### config.mk
export PLATFORM = sky130hd
export DESIGN_NAME = relu_maxpool
export DESIGN_NICKNAME = d
export VERILOG_FILES = /design/src/rtl/conv_pkg.sv /design/src/rtl/pool_line_buf.sv /design/src/rtl/relu_maxpool.sv
export SDC_FILE = /design/constraint.sdc
export NUM_CORES = 1
export LEC_CHECK = 0
export BUFFER_PORTS_ARGS = -buffer_cell sky130_fd_sc_hd__buf_2
export CAP_MARGIN = 20
export CORE_MARGIN = 2
export CORE_UTILIZATION = 60
export CTS_CLUSTER_SIZE = 20
export DETAILED_ROUTE_END_ITERATION = 10
export PLACE_DENSITY = 0.87
export REMOVE_ABC_BUFFERS = 1
export SYNTH_ARGS = -nofsm -noshare
export SYNTH_HDL_FRONTEND = slang
export SYNTH_SLANG_ARGS = --single-unit
### constraint.sdc
create_clock -name clk -period 7.1 [get_ports clk]
set_input_delay 1.065 -clock clk [delete_from_list [all_inputs] [get_ports clk]]
set_output_delay 1.065 -clock clk [all_outputs]
set_load 0.1 [all_outputs]
### src/rtl/conv_pkg.sv
// Shared definitions for the convolver output path: state encoding, result width, pooled-map sizing.
package conv_pkg;

    localparam int unsigned CONV_N = 8;
    localparam int unsigned CONV_W = CONV_N + 10;

    typedef enum logic [1:0] {
        IDLE     = 2'd0,
        EVEN_ROW = 2'd1,
        ODD_ROW  = 2'd2,
        DONE     = 2'd3
    } pool_state_t;

    function automatic int unsigned pool_dim(input int unsigned m);
        return m / 2;
    endfunction

    function automatic int unsigned idx_w(input int unsigned n);
        return (n > 1) ? $clog2(n) : 1;
    endfunction

endpackage

### src/rtl/pool_line_buf.sv
// Line buffer holding horizontal pair maxima of the current even row, one entry per pooled column.
module pool_line_buf
    import conv_pkg::*;
#(
    parameter int unsigned DEPTH = 13,
    parameter int unsigned W     = CONV_W,
    parameter int unsigned AW    = idx_w(DEPTH)
) (
    input  logic          clk,
    input  logic          we,
    input  logic [AW-1:0] waddr,
    input  logic [W-1:0]  wdata,
    input  logic [AW-1:0] raddr,
    output logic [W-1:0]  rdata_c
);

    logic [W-1:0] mem [DEPTH];

    always_ff @(posedge clk) begin
        if (we) mem[waddr] <= wdata;
    end

    assign rdata_c = mem[raddr];

endmodule

### src/rtl/relu_maxpool.sv
// ReLU + 2x2/stride-2 max-pool + shift/saturate requantiser behind the convolver.
// Define RELU_MAXPOOL_ROUND_EN for round-half-up before the shift; default truncates.
module relu_maxpool
    import conv_pkg::*;
#(
    parameter int unsigned M     = 26,
    parameter int unsigned IW    = CONV_W,
    parameter int unsigned OW    = 8,
    parameter int unsigned SHIFT = 4
) (
    input  logic          clk,
    input  logic          global_rst,
    input  logic [IW-1:0] in_data,
    input  logic          in_valid,
    input  logic          in_end,
    output logic [OW-1:0] out_data,
    output logic          out_valid,
    output logic          out_end,
    output logic          busy
);

    localparam int unsigned PD = pool_dim(M);
    localparam int unsigned CW = idx_w(M);
    localparam int unsigned AW = idx_w(PD);
    localparam logic [IW:0] SAT_MAX = (IW+1)'((1 << OW) - 1);
`ifdef RELU_MAXPOOL_ROUND_EN
    localparam logic [IW:0] RND = (IW+1)'((1 << SHIFT) >> 1);
`else
    localparam logic [IW:0] RND = '0;
`endif

    pool_state_t   state;
    logic [CW-1:0] col, row, col_nxt, row_nxt;
    logic [IW-1:0] hold, relu, pair_max, lbuf_rd, pool_max;
    logic [IW:0]   rounded, shifted;
    logic [OW-1:0] sat;
    logic          take, in_pair, lbuf_we;

    // Datapath: ReLU makes every later comparison unsigned
    always_comb begin
        relu     = in_data[IW-1] ? '0 : in_data;
        pair_max = (relu > hold) ? relu : hold;
        pool_max = (lbuf_rd > pair_max) ? lbuf_rd : pair_max;
        rounded  = {1'b0, pool_max} + RND;
        shifted  = rounded >> SHIFT;
        sat      = (shifted > SAT_MAX) ? '1 : shifted[OW-1:0];
        take     = in_valid && (state != DONE);
        in_pair  = (32'(col) < 2*PD) && (32'(row) < 2*PD);
        lbuf_we  = take && in_pair && col[0] && !row[0];
        if (col == CW'(M-1)) begin
            col_nxt = '0;
            row_nxt = (row == CW'(M-1)) ? '0 : row + CW'(1);
        end else begin
            col_nxt = col + CW'(1);
            row_nxt = row;
        end
    end

    pool_line_buf #(
        .DEPTH (PD),
        .W     (IW),
        .AW    (AW)
    ) u_lbuf (
        .clk     (clk),
        .we      (lbuf_we),
        .waddr   (AW'(col >> 1)),
        .wdata   (pair_max),
        .raddr   (AW'(col >> 1)),
        .rdata_c (lbuf_rd)
    );

    always_ff @(posedge clk or posedge global_rst) begin
        if (global_rst) begin
            state     <= IDLE;
            col       <= '0;
            row       <= '0;
            hold      <= '0;
            out_data  <= '0;
            out_valid <= 1'b0;
            out_end   <= 1'b0;
            busy      <= 1'b0;
        end else begin
            out_valid <= 1'b0;
            out_end   <= 1'b0;
            if (take) begin
                col <= col_nxt;
                row <= row_nxt;
                if (in_pair && !col[0]) hold <= relu;
                if (in_pair && col[0] && row[0]) begin
                    out_data  <= sat;
                    out_valid <= 1'b1;
                end
            end
            // Counter clear on in_end overrides the sample's own advance
            case (state)
                IDLE: begin
                    if (in_valid) begin
                        state <= row_nxt[0] ? ODD_ROW : EVEN_ROW;
                        busy  <= 1'b1;
                    end
                end
                EVEN_ROW, ODD_ROW: begin
                    if (in_end) begin
                        state   <= DONE;
                        col     <= '0;
                        row     <= '0;
                        out_end <= 1'b1;
                    end else if (in_valid) begin
                        state <= row_nxt[0] ? ODD_ROW : EVEN_ROW;
                    end
                end
                DONE: begin
                    state <= IDLE;
                    busy  <= 1'b0;
                end
                default: begin
                    state <= IDLE;
                    busy  <= 1'b0;
                end
            endcase
        end
    end

endmodule

== Word level (Yosys, flattened, before mapping) ==
Memory sizes are Yosys's and may differ from the RTL's.
Cells that the tools add are included.

* Register bits: 41
* Latch bits: 0
* Memory bits (writable): 234
* ROM bits: 0
* Input port bits: 22
* Output and inout bits: 11
* Word-level logic and storage cells: 64
* Memories kept: 1

{| class="wikitable"
|+ Memory list
! name !! depth !! bits a word !! rd ports !! clocked after Yosys merged registers in !! write ports !! RTL line !! RTL
|-
| u_lbuf.mem || 13 || 18 || 1 || 0 || 1 || pool_line_buf.sv:17 || <nowiki>logic [W-1:0] mem [DEPTH];</nowiki>
|}

* Add/sub/neg operators: 2
* Multiply operators: 0
* Div/mod/pow operators: 0
* Order comparisons: 5
* Eq/ne operators: 7
* Shift operators: 0
* Multiplexer cells: 25
* Bitwise gates (word level): 0
* Reduce and logical (&&, ||, !) cells: 16

{| class="wikitable"
|+ Operators by type and width
! cell !! count
|-
| 2-to-1 mux 5 bit || 9
|-
| 2-to-1 mux 18 bit || 2
|-
| greater-than comparator 17 x 18 -> 1 bit || 1
|-
| greater-than comparator 18 bit || 1
|-
| 2-to-1 mux 17 bit || 1
|-
| greater-than comparator 14 x 8 -> 1 bit (second input constant) || 1
|-
| adder 5 x 1 -> 5 bit (second input constant) || 2
|-
| equality test 5 bit (second input constant) || 2
|-
| less-than comparator 5 bit (second input constant) || 2
|-
| logical AND 1 bit || 8
|-
| 2-to-1 mux 8 bit || 1
|-
| 2-to-1 mux 1 bit || 7
|-
| 2-to-1 mux 2 bit || 3
|-
| case mux 2 bit (3 select lines) || 1
|-
| AND reduction 2 bit || 3
|-
| equality test 2 bit (second input constant) || 2
|-
| != test 2 bit (second input constant) || 2
|-
| equality test 2 x 1 -> 1 bit (second input constant) || 1
|-
| zero test 1 bit || 2
|-
| zero test 2 bit || 1
|-
| case mux 1 bit (2 select lines) || 1
|-
| nonzero test 2 bit || 1
|-
| OR reduction 2 bit || 1
|}

== Longest topological paths before layout ==
Gate-level depths: netlist (run 1).

* Depth in word-level cells: 7
* Gate-level depth with buffers: 22
* Depth with buffers taken out: 19

== Modules after synthesis ==
Synthesis (run 1) repeated with hierarchy kept, for this count alone.

* Cells, all modules: 741
* Area, all modules: 12187.9 um^2

{| class="wikitable"
|+ By module, submodules not included
! module !! times used !! cells an instance !! area each (um^2) !! seq. area each (um^2)
|-
| pool_line_buf || 1 || 386 || 9105.0 || 7026.7
|-
| relu_maxpool || 1 || 355 || 3083.0 || 1001.0
|}

== Worst setup path before layout (run 1) ==
Ideal clock, no wire load.

* Path kind: input to register
* Start: in in_data[17]
* End: reg out_data[1]
* Library setup time: 133 ps
* Data arrival time: 5463 ps
* Data required time: 6967 ps
* Setup slack: 1504 ps
* Stages: 20
* Path buffers: 2
* Path through: clkbuf_1 > nor2b_1 > ha_1 > a41oi_1 > o21ai_0 > a211oi_1 > o211ai_1 > o21ai_1 > mux2_2 > inv_1 > ha_1 > a211o_1 > a21oi_1 > o21ai_0 > a221oi_1 > nor4b_1 > nor4b_2 > buf_6 > mux2i_1 > a21oi_1

* Cells in the longest elaborated chain, start to end: 7

{| class="wikitable"
|+ Ends and longest elaborated chain
! item !! RTL line !! RTL
|-
| start: declaration || relu_maxpool.sv:13 || <nowiki>input logic [IW-1:0] in_data,</nowiki>
|-
| 2-to-1 mux 17 bit * || relu_maxpool.sv:41 || <nowiki>relu = in_data[IW-1] ? '0 : in_data;</nowiki>
|-
| net relu[9] || relu_maxpool.sv:34 || <nowiki>logic [IW-1:0] hold, relu, pair_max, lbuf_rd, pool_max;</nowiki>
|-
| greater-than comparator 17 x 18 -> 1 bit * || relu_maxpool.sv:42 || <nowiki>pair_max = (relu > hold) ? relu : hold;</nowiki>
|-
| 2-to-1 mux 18 bit * || relu_maxpool.sv:42 ||
|-
| net pair_max[11] || relu_maxpool.sv:34 ||
|-
| greater-than comparator 18 bit || relu_maxpool.sv:43 || <nowiki>pool_max = (lbuf_rd > pair_max) ? lbuf_rd : pair_max;</nowiki>
|-
| 2-to-1 mux 18 bit * || relu_maxpool.sv:43 ||
|-
| greater-than comparator 14 x 8 -> 1 bit || relu_maxpool.sv:46 || <nowiki>sat = (shifted > SAT_MAX) ? '1 : shifted[OW-1:0];</nowiki>
|-
| 2-to-1 mux 8 bit * || relu_maxpool.sv:46 ||
|-
| end signal: assignment || relu_maxpool.sv:90 || <nowiki>out_data <= sat;</nowiki>
|-
| end: declaration || relu_maxpool.sv:16 || <nowiki>output logic [OW-1:0] out_data,</nowiki>
|}

The timed path passes the listed nets; every way through them passes the cells marked *.
A chain may end at the register's enable or synchronous reset.

== Worst setup path after layout (run 1) ==
* Start: in in_data[17]
* End: reg out_data[2]

The elaborated chain is that of the path after synthesis.

==> results of run 1 <==
power groups by stage:
stage | combinational [mW] | clock [mW] | sequential, mW
2_1_floorplan | 1.10 | 0 | 2.35
3_3_place_gp | 1.65 | 0 | 2.16
3_5_place_dp | 1.76 | 0 | 2.16
4_1_cts | 1.80 | 1.31 | 2.14
5_1_grt | 1.99 | 1.37 | 2.15
6_report | 1.82 | 1.30 | 2.14
sequential cells by signal, summed over array words and instances, names as in the netlist:
signal      count
u_lbuf.mem    221
out_end         1
col             5
out_valid       1
busy            1
out_data        8
state           2
row             5
hold           17
layer usage:
| layer | track usage | wire length (um) | vias to the layer above |
|---|---|---|---|
| met4 | 0.0990 | 947 | 0 |
| met1 | 0.347 | 9940 | 3329 |
| met2 | 0.434 | 12600 | 381 |
| met3 | 0.0449 | 2140 | 87 |
| met5 | 0 | 0 | - |
| li1 | - | - | 2854 |
cell type report:
cell class	count	share of cell area
Clock buffer	32	0.0504
Clock inverter	14	0.0113
Inverter	43	0.0125
Multi-Input combinational cell	372	0.283
Sequential cell	261	0.590
Tap cell	260	0.0251
Timing Repair Buffer	56	0.0277
synthesized netlist by cell type, types with 7 or more instances:
master / count
mux4_2: 67
inv_1: 43
mux2_2: 8
dfrtp_1: 40
ha_1: 37
nand3_1: 8
nand2b_1: 7
nor2_1: 30
clkbuf_1: 21
o21ai_0: 30
mux2i_1: 18
nor2b_1: 20
a21oi_1: 28
nand2_1: 37
edfxtp_1: 221
nor3_1: 10
final timing paths:
| check | to | slack (ns) | from | cells past startpoint |
|---|---|---|---|---|
| worst max-delay path | out_data[2]$_DFFE_PP0P_ | 0.83 | in_data[17] | 21 |
| worst min-delay path | busy$_DFFE_PP0P_ | 0.56 | busy$_DFFE_PP0P_ | 2 |
| worst max register to register | out_data[2]$_DFFE_PP0P_ | 1.40 | hold[13]$_DFFE_PP0P_ | 20 |
| worst min register to register | busy$_DFFE_PP0P_ | 0.56 | busy$_DFFE_PP0P_ | 2 |
| max in group asynchronous | col[1]$_DFF_PP0_ | 6.06 | global_rst | 3 |
| min in group asynchronous | state[0]$_DFF_PP0_ | 0.66 | global_rst | 3 |
through the flow:
step	util	area, um^2
final	0.687	12900
after global routing	0.687	12900
after CTS	0.685	12900
after detailed placement	0.643	12100
after global placement	0.643	12100
after floorplan	-	11400
kinds of logic (layout without fill, tap and decap cells):
group,Yosys count,in the layout,synth area share
flip-flops,261,261,0.660
AND/OR/NAND/NOR,150,150,0.0685
multiplexers,94,94,0.155
AO/OA/AOI/OAI,86,86,0.0464
buffers and inverters,74,145,0.0260
adder cells (fa/ha/maj),37,37,0.0400
XOR/XNOR,5,5,0.00379
worst min-delay path, stage by stage, from the launching register on:
cell,delay [ns]
dfrtp_1,0.37
inv_1,0.07
o21ai_0,0.07
==> flow_metrics.py, run 1 <==
metrics = {
    "status": {
        "status": "finished, final reports clean",
    },
    "pwr": {
        "p_comb_frac": 0.347,
        "p_sw_mw": 1.81,
        "pwr-share-clk": 0.247,
        "vdd_drop_max_uv": 179,
        "p_int_mw": 3.45,
        "p_per_area_nw_per_um2": 406,
        "seqPwrFrac": 0.406,
        "switching_share": 0.345,
        "power_mw": 5.26,
        "p_leak_nw": 4.55,
    },
    "clock_tree": {
        "cts_tree": "yes",
        "cts-root-buf": "clkbuf_16",
        "cts.sinks": 261,
        "clk_pin_slew_ns": 0.07,
        "postCtsHoldBufs": 0,
        "cts_resized": 0,
        "ctsLongestPathBuffers": 3,
        "post_cts_buffers": 0,
        "cts-htree-levels": 1,
        "numCtsBuffers": 25,
        "insertion_delay_ns": 0.53,
    },
    "setup_path": {
        "crit_arrival_ns": 6.67,
        "path_max_fanout": 17,
        "endpoint_kind": "flop",
        "critPathTopFamily": "compound AO/OA/AOI/OAI gates",
        "cp.required_ns": 7.51,
        "max_stage_delay_ns": 0.67,
        "critical_path_class": "in -> reg",
        "crit_buf_inv": 4,
        "cp_cell_sequence": "buf_2 -> nor2b_1 -> ha_1 -> a41oi_1 -> o21ai_0 -> a211oi_1 -> o211ai_1 -> o21ai_1 -> buf_4 -> mux2_2 -> inv_1 -> ha_1 -> a211o_1 -> a21oi_1 -> o21ai_0 -> a221oi_1 -> nor4b_1 -> nor4b_2 -> buf_4 -> mux2i_1 -> a21oi_1",
        "critPathSlowestCell": "a221oi_1",
        "critPathLaunchType": "input pin",
    },
    "detailed_routing": {
        "vias": 6651,
        "wl_per_cell_um": 24.7,
        "dr.pass1.iters": 6,
        "vias_per_cell": 6.41,
        "drt-initial-drc-count": 761,
        "antenna_left": 0,
        "drc": 0,
        "drt_wl_total_um": 25600,
    },
    "cells_and_area": {
        "antenna_cells": 0,
        "layout_common_cells": "221 x edfxtp_1, 67 x mux4_2, 43 x inv_1",
        "area_delta_synth_final_pct": 11.9,
        "multi_input_comb_area_um2": 3660,
        "instances_no_fill": 1038,
        "fillers": 1143,
        "layout_commonest_cell": "edfxtp_1",
        "drive_gt1_frac": 0.237,
        "nets": 818,
        "final-seq-area_um2": 7640,
    },
    "logic_synthesis": {
        "syn_inst": 707,
        "synthesis.area_um2": 11600,
        "synth_edf_count": 221,
        "synth_ff_type": "edfxtp_1",
        "syn_area_per_cell_um2": 16.4,
        "synth_top_area_cell": "edfxtp_1",
        "yosysSeqAreaShare": 0.660,
        "yosys_warnings": 0,
        "synth_top_area_share": 0.574,
        "synthArstFlopShare": 0.153,
        "synthTopCellsByArea": "edfxtp_1 57%, mux4_2 13%, dfrtp_1 8.7%",
        "synth.distinct_cells": 55,
        "synth_seq_cells": 261,
    },
    "floorplanning": {
        "pin_count": 33,
        "dieArea_um2": 20400,
        "die_h_um": 143,
        "coreArea_um2": 18800,
        "std_cell_rows": 50,
        "initial_core_util": 0.614,
        "die_w_um": 143,
    },
    "sta": {
        "fin_crit_sh": 0.882,
        "skew_ns": 0.0255,
        "hold_violations": 0,
        "setup_viol": 0,
        "hold_ws_ns": 0.560,
        "rsz0062_at_grt": "false",
        "fin_ws_ns": 0.834,
        "finalSetupTns_ns": 0,
        "worst_slew_pin_slew_ns": 0.897,
        "finalMaxSlewViolations": 0,
        "fmax_mhz": 160,
        "fin_crit_ns": 6.27,
        "relSlewSlack": 0.400,
    },
    "placement": {
        "place.gp.congestion": 0.892,
        "place_inst": 989,
        "portBuffers": 32,
        "place_ws_ns": 0.503,
        "hpwl_um": 15300,
    },
    "min_path": {
        "min_path_type": "reg -> reg",
    },
    "run": {
        "cap_violations": 0,
    },
    "grt": {
        "antenna_found_initial": 0,
        "grt_use_total": 0.260,
        "first_global_vias": 6893,
        "grt_overflow": 0,
        "grt_pass1_wl_um": 39200,
        "grt_max_degree": 61,
    },
}
No activity file was read; power rests on OpenSTA's default activity.
==> inputs of run 2 (changes only) <==
- SYNTH_HIERARCHICAL: unset -> 1
- clock period: 7.1 -> 7.2 ns (I/O delays scaled with it)
==> run 2 against run 1 <==
First-iteration DRC count decreased by 14%. Utilization down 1.3 points. Combinational power is 2% higher. Critical endpoint is now out_data[0]$_DFFE_PP0P_. Highest routed layer unchanged.
==> flow_metrics.py, run 2 <==
metrics = {
    "status": {
        "status": "finished, final reports clean",
    },
    "sta": {
        "fin_crit_sh": 0.792,
        "worst_slew_pin_slew_ns": 0.936,
        "fin_crit_ns": 5.70,
        "setup_viol": 0,
        "fmax_mhz": 175,
        "fin_ws_ns": 1.50,
        "hold_violations": 0,
        "skew_ns": 0.0139,
        "rsz0062_at_grt": "false",
        "finalSetupTns_ns": 0,
        "finalMaxSlewViolations": 0,
        "relSlewSlack": 0.376,
        "hold_ws_ns": 0.505,
    },
    "logic_synthesis": {
        "synth_edf_count": 234,
        "synth_fa_ha_area_frac": 0.0411,
        "yosys_warnings": 6,
        "synth_ff_type": "edfxtp_1",
        "synth_xor_xnor_area_share": 0.00287,
        "synth_top_family_by_area": "multiplexers",
        "muxShareOfSynthArea": 0.145,
        "synth-simple-area-share": 0.0530,
        "synthesis.area_um2": 12200,
        "syn_area_per_cell_um2": 16.4,
        "synth_most_common_cell": "edfxtp_1",
        "synthArstFlopShare": 0.146,
        "synth_top_area_cell": "edfxtp_1",
        "synth_top_area_share": 0.577,
        "yosys-top-cells-count": "234 x edfxtp_1, 51 x inv_1, 46 x nand2_1",
        "synth_seq_cells": 274,
        "synth.distinct_cells": 57,
        "synth_compound_area_frac": 0.0596,
        "synthTopCellsByArea": "edfxtp_1 58%, dfrtp_1 8.2%, mux4_1 6.9%",
        "yosysSeqAreaShare": 0.659,
        "syn_inst": 741,
    },
    "clock_tree": {
        "cts_tree": "yes",
        "clk_pin_slew_ns": 0.06,
        "insertion_delay_ns": 0.54,
        "numCtsBuffers": 27,
        "ctsLongestPathBuffers": 3,
        "cts.sinks": 274,
        "cts_resized": 0,
        "cts-root-buf": "clkbuf_16",
        "postCtsHoldBufs": 0,
        "cts-htree-levels": 1,
        "post_cts_buffers": 0,
    },
    "grt": {
        "grt_use_total": 0.244,
        "first_global_vias": 6971,
        "grt_pass1_wl_um": 39700,
        "antenna_found_initial": 0,
        "grt_overflow": 0,
        "grt_max_degree": 41,
    },
    "floorplanning": {
        "pin_count": 33,
        "initial_core_util": 0.606,
        "die_h_um": 147,
        "dieArea_um2": 21500,
        "die_w_um": 147,
        "coreArea_um2": 20100,
        "std_cell_rows": 52,
    },
    "detailed_routing": {
        "drt-initial-drc-count": 653,
        "dr.pass1.iters": 6,
        "antenna_left": 0,
        "vias": 6859,
        "wl_per_cell_um": 23.3,
        "vias_per_cell": 6.26,
        "drc": 0,
        "drt_wl_total_um": 25600,
    },
    "setup_path": {
        "cp.required_ns": 7.58,
        "crit_start": "in_data[17]",
        "endpoint_kind": "flop",
        "critPathSlowestCell": "a22o_1",
        "max_stage_delay_ns": 0.80,
        "critPathTopFamily": "compound AO/OA/AOI/OAI gates",
        "critical_path_class": "in -> reg",
        "cp_cell_sequence": "buf_2 -> inv_1 -> nand2_1 -> inv_1 -> ha_1 -> a21oi_1 -> o21ai_0 -> a221oi_2 -> a22o_1 -> mux2_2 -> inv_1 -> ha_1 -> and4_1 -> a221oi_1 -> o21ai_0 -> o21a_1 -> o311ai_4 -> o211ai_1",
        "crit_buf_inv": 4,
        "critPathLaunchType": "input pin",
        "cpMostUsedCell": "inv_1",
        "crit_arrival_ns": 6.08,
        "reg2reg_from": "hold[13]$_DFFE_PP0P_",
        "path_max_fanout": 22,
    },
    "min_path": {
        "min-delay-start": "busy$_DFFE_PP0P_",
        "min_path_type": "reg -> reg",
    },
    "cells_and_area": {
        "instances_no_fill": 1095,
        "largest_reg_flops": 234,
        "drive_gt1_frac": 0.183,
        "antenna_cells": 0,
        "reg.largest.list": "u_lbuf/mem x234, hold x17, out_data x8",
        "area_delta_synth_final_pct": 11.3,
        "layout_common_cells": "234 x edfxtp_1, 51 x inv_1, 46 x nand2_1",
        "fillers": 1224,
        "nets": 866,
        "layout_commonest_cell": "edfxtp_1",
        "design_area_um2": 13600,
        "top_register": "u_lbuf/mem",
    },
    "run": {
        "cap_violations": 0,
    },
    "placement": {
        "place_inst": 1044,
        "placed_area_um2": 12600,
        "portBuffers": 32,
        "place.gp.congestion": 0.903,
        "place_ws_ns": 1.03,
        "hpwl_um": 16000,
    },
    "pwr": {
        "p_per_area_nw_per_um2": 403,
        "p_leak_nw": 4.96,
        "vdd_drop_max_uv": 234,
    },
}
==> run 2: layout make-up <==
cell class | instances | area [um^2] | area share
well taps | 270 | 338 | 0.0249
multi-input cells | 397 | 3770 | 0.278
clock buffers | 31 | 711 | 0.0524
flip-flops and latches | 274 | 8030 | 0.592
inverters | 51 | 191 | 0.0141
clock inverters | 19 | 196 | 0.0145
repair buffers | 53 | 325 | 0.0240
==> run 2: worst paths after layout <==
kind                                      endpoint  depth (start not counted)  slack [ns]
hold / removal                    busy$_DFFE_PP0P_                          1        0.50
max in group asynchronous         col[2]$_DFF_PP0_                          3        6.12
hold reg to reg                   busy$_DFFE_PP0P_                          1        0.50
setup reg to reg           out_data[0]$_DFFE_PP0P_                         15        2.10
setup / recovery           out_data[0]$_DFFE_PP0P_                         18        1.50
min in group asynchronous     hold[13]$_DFFE_PP0P_                          3        0.67
==> run 2: report_power, final <==
group	switching [mW]	internal, mW	total, mW	leakage (nW)
Sequential	0.104	2.08	2.18	2.64
Clock	0.576	0.849	1.43	0.444
Combinational	1.23	0.629	1.86	1.87
Total	1.91	3.56	5.47	4.96
==> run 2: logic make-up (layout without fill, tap and decap cells) <==
group                      after synthesis  after routing
AOI/OAI and AO/OA                      114            114
xor gates and xnor gates                 4              4
adders and majority gates               40             40
buffers and inverters                   82            154
DFF                                    274            274
muxes                                   96             96
other                                    1             13
and+or+nand+nor                        130            130
==> run 2: metal layers <==
metal,global-route usage,routed length (um),vias to the layer above
met1,0.326,10200,3451
met4,0.0854,843,0
li1,-,-,3009
met5,0,0,-
met3,0.0506,1970,71
met2,0.405,12600,328
==> run 2: through the flow <==
step / total power [mW] / utilization
after floorplan: 3.52 / -
after global placement: 3.95 / 0.629
after detailed placement: 4.03 / 0.629
after CTS: 5.47 / 0.674
after global routing: 5.73 / 0.675
final: 5.47 / 0.675
